$ cat src/rtl/ring_counter.sv
// Johnson (twisted-ring) counter: N states held in an N/2-bit register, with state-index decode and terminal count.
// Illegal codes collapse to all-zero on the next clock regardless of enable; no pipeline, holds when en is low.
module ring_counter #(
   parameter  int N  = 8,
   localparam int W  = N / 2,
   localparam int IW = $clog2(N)
) (
   input  logic          clk,
   input  logic          en,
   output logic [W-1:0]  q,
   input  logic          reset,
   output logic [IW-1:0] idx,
   output logic          tc
);

   generate
      if ((N < 4) || ((N % 2) != 0)) begin : g_bad_n
         $error("ring_counter: N must be even and >= 4");
      end
   endgenerate

   logic [W-1:0] q_q;
   logic [W-1:0] q_d;
   logic [W-1:0] inv_q;
   logic         low_run;
   logic         high_run;
   logic         legal;
   int unsigned  pop;

   // A legal code is a single run of ones anchored at bit 0, or a run of zeros anchored at bit 0.
   always_comb begin
      inv_q    = ~q_q;
      low_run  = ((q_q & (q_q + W'(1))) == '0);
      high_run = ((inv_q & (inv_q + W'(1))) == '0);
      legal    = low_run | high_run;
      pop      = $countones(q_q);

      idx = '0;
      if (legal) begin
         if (!q_q[W-1]) begin
            idx = IW'(pop);
         end else if (&q_q) begin
            idx = IW'(W);
         end else begin
            idx = IW'(N - int'(pop));
         end
      end

      tc = en & (q_q == {1'b1, {(W-1){1'b0}}});

      q_d = q_q;
      if (!legal) begin
         q_d = '0;
      end else if (en) begin
         q_d = {q_q[W-2:0], ~q_q[W-1]};
      end
   end

   always_ff @(posedge clk or negedge reset) begin
      if (!reset) begin
         q_q <= '0;
      end else begin
         q_q <= q_d;
      end
   end

   assign q = q_q;

endmodule

$ cat config.mk
export PLATFORM = sky130hd
export DESIGN_NAME = ring_counter
export DESIGN_NICKNAME = d
export VERILOG_FILES = /design/src/rtl/ring_counter.sv
export SDC_FILE = /design/constraint.sdc
export NUM_CORES = 1
export LEC_CHECK = 0
export ABC_AREA = 0
export BUFFER_PORTS_ARGS = -buffer_cell sky130_fd_sc_hd__buf_2
export CAP_MARGIN = 20
export CORE_AREA = 10 10 47 49
export CTS_BUF_LIST = sky130_fd_sc_hd__clkbuf_16
export CTS_CLUSTER_DIAMETER = 40
export DETAILED_ROUTE_END_ITERATION = 8
export DIE_AREA = 0 0 57 59
export PLACE_DENSITY = 0.64
export RECOVER_POWER = 100
export SLEW_MARGIN = 20
export SYNTH_ARGS = -nofsm -noshare
export SYNTH_HDL_FRONTEND = slang
export SYNTH_SLANG_ARGS = --single-unit
$ cat constraint.sdc
create_clock -name clk -period 2.48 [get_ports clk]
set_input_delay 0.372 -clock clk [delete_from_list [all_inputs] [get_ports clk]]
set_output_delay 0.372 -clock clk [all_outputs]
set_load 0.01 [all_outputs]
==> results by group <==
Outcome
  – Status: finished, violations left
  – Failing checks: setup timing

Yosys
  – Post-Syn Nets: 53
  – Async set-or-reset flop fraction in the synthesized netlist: 100%
  – Syn Inst Count: 42
  – Yosys cell types: 19
  – Post-synth EDFFs: 0
  – Register bit total from synthesis: 4
  – Main synth FF type: dfrtp_1
  – Leading post-synthesis cells by cell area: dfrtp_1 24%, ha_1 21%, a21oi_1 7.2%
  – Top-count cell post-synth: ha_1
  – Top cell type by total area after synthesis: dfrtp_1
  – Syn avg cell area: 9.98 um^2
  – Synthesized cell area: 419 um^2
  – Top cells by count, synth: 7 x ha_1, 6 x a21oi_1, 6 x inv_1, 4 x dfrtp_1, 3 x mux2i_1
  – Seq/Total Area, Yosys: 23.9%
  – Yosys warnings: 0
  – Top cell type's share of synthesized area: 23.9%

Clocking
  – Clock latency on the worst-skew pair: 230 ps
  – Clock root buffer: clkbuf_16
  – CTS Sinks: 4
  – CTS tree: yes
  – Clk pin slew, worst setup/hold paths: 30 ps
  – CTS buffer count: 3
  – H-tree depth: 1
  – CTS max path bufs: 2

STA
  – Clock Skews: 2.59 ps
  – Least-Margin Pin Slew: 411 ps
  – Minimum clock period: 2670 ps
  – Fin crit share: 108%
  – Min setup slack post-route: -193 ps
  – Finish-stage setup viols: 2
  – FMAX: 374 MHz
  – Final hold viol count: 0
  – Slew Viols, Final: 0
  – RSZ-0062 raised after global routing: true
  – Slew margin rel.: 72.6%

Setup path
  – Delay-heaviest family, CP: adder cells
  – CP startpoint kind: flip-flop
  – Worst Path Required: 2110 ps
  – R2R depth: 5
  – Worst-path fanout max: 2
  – Critical path type: reg -> out
  – Arr. time, crit path: 2300 ps
  – Crit-path cells: fa_1, ha_2, ha_4, inv_4, ha_4, mux2_4, nand2_2, a21oi_2, buf_2
  – Crit path buf inv count: 2
  – Slowest stage delay, CP: 480 ps
  – Critical path depth in cells: 9
  – Crit path capture type: output port
  – Critical Path Slowest Stage Cell: fa_1
  – Most frequent CP cell: ha_4

GRT
  – Total GRT Usage: 6.33%
  – Global route total overflow: 0
  – Initial antenna violation count: 0
  – Largest net degree at the start of global routing: 10
  – First-pass GRT wire length: 1.71 mm
  – Number of global-route vias before repair: 435

Finish
  – Total area of sequential cells: 100 um^2
  – Non-filler cells, final: 75
  – Max reg flops: 4
  – Fin nets: 72
  – Filler cell count in the final layout: 146
  – Design area: 633 um^2
  – # diodes: 0
  – Fin util: 45.2%
  – Multi-input logic area: 322 um^2
  – Share of cells above drive strength 1: 47.5%
  – Area grow syn2layout: 51.0%

Die
  – Die Span X: 57 um
  – Core Area: 1400 um^2
  – Die H: 59 um
  – # IOs: 11
  – Starting Density: 29.9%
  – Die area: 3360 um^2
  – Row count: 14

Place
  – Dpl cells: 70
  – HPWL after DPL: 733 um
  – GP Congestion: 0.705
  – Buffers on Ports: 10
  – Place WS: -89.3 ps
  – Placed Area: 504 um^2

Drt
  – Pre-Repair DR Iteration Count: 3
  – DRC viols: 0
  – DR iter-0 viols: 5
  – Antenna viol nets, final: 0
  – Routed vias: 365
  – WL/cell: 13.3 um
  – Via density: 4.87
  – Drt total wl: 998 um

Flow run
  – Max Cap Viol: 0

Worst hold path
  – Path category of the worst min-delay check: in -> async
final timing paths:
path / start / end / slack [ps]
min in group clk: en / q[3] / 530
max in group asynchronous: reset / q[3] / 1760
max: q[1] / idx[1] / -190
min: reset / q[2] / 520
max reg2reg: q[0] / q[0] / 820
min reg2reg: q[1] / q[1] / 750
stage by stage:
stage	hold WS, ps	TNS (ps)
global placement	180	-33.0
CTS	482	-354
finish	517	-308
floorplan	76.4	0
detailed placement	185	-89.3
global route	541	-469
cells in the final DEF, fill, tap and decap left out, types with 2 or more instances in the layout:
cell type / count
inv_1: 5
mux2i_1: 3
clkbuf_1: 3
ha_1: 4
buf_4: 4
clkbuf_16: 3
a21oi_1: 5
buf_2: 8
dfrtp_1: 4
ha_4: 2
what timing repair did:
| action | in CTS | in global routing |
|---|---|---|
| hold buffers | 1 | 0 |
| setup buffers | 0 | 1 |
| endpoints found under the hold margin | 4 | 0 |
| endpoints found under the setup margin | 2 | 2 |
| gates resized for setup | 6 | 3 |
| pin swaps | 6 | 5 |
cell families after synthesis:
group | Yosys count | synth area share, %
compound gates | 9 | 16.1
xor+xnor | 1 | 2.09
fa+ha+maj | 8 | 25.7
buf+inv | 8 | 8.95
flops | 4 | 23.9
mux | 5 | 12.5
simple gates | 7 | 10.7
final cells by class:
cell class | instances | area share [%]
Sequential cell | 4 | 15.8
Inverter | 6 | 3.95
Tap cell | 16 | 3.16
Multi-Input combinational cell | 30 | 50.8
Timing Repair Buffer | 16 | 14.4
Clock buffer | 3 | 11.9
per-layer routing:
metal | vias up | track usage, % | part of all wire [%]
li1 | 179 | - | -
met1 | 172 | 6.46 | 45
met2 | 12 | 10.5 | 46
met3 | 2 | 2.58 | 5.9
met4 | 0 | 4.03 | 2.0
met5 | - | 0 | 0
worst register-to-register path, cell delays in order, from the launching register on:
cell and delay [ps]:
dfrtp_1 360, clkbuf_1 300, inv_1 140, ha_1 240, o221ai_2 360, a21oi_1 120
Power is not shown: default switching activity piles up to over one toggle a cycle in this logic, so the estimate is an artifact.
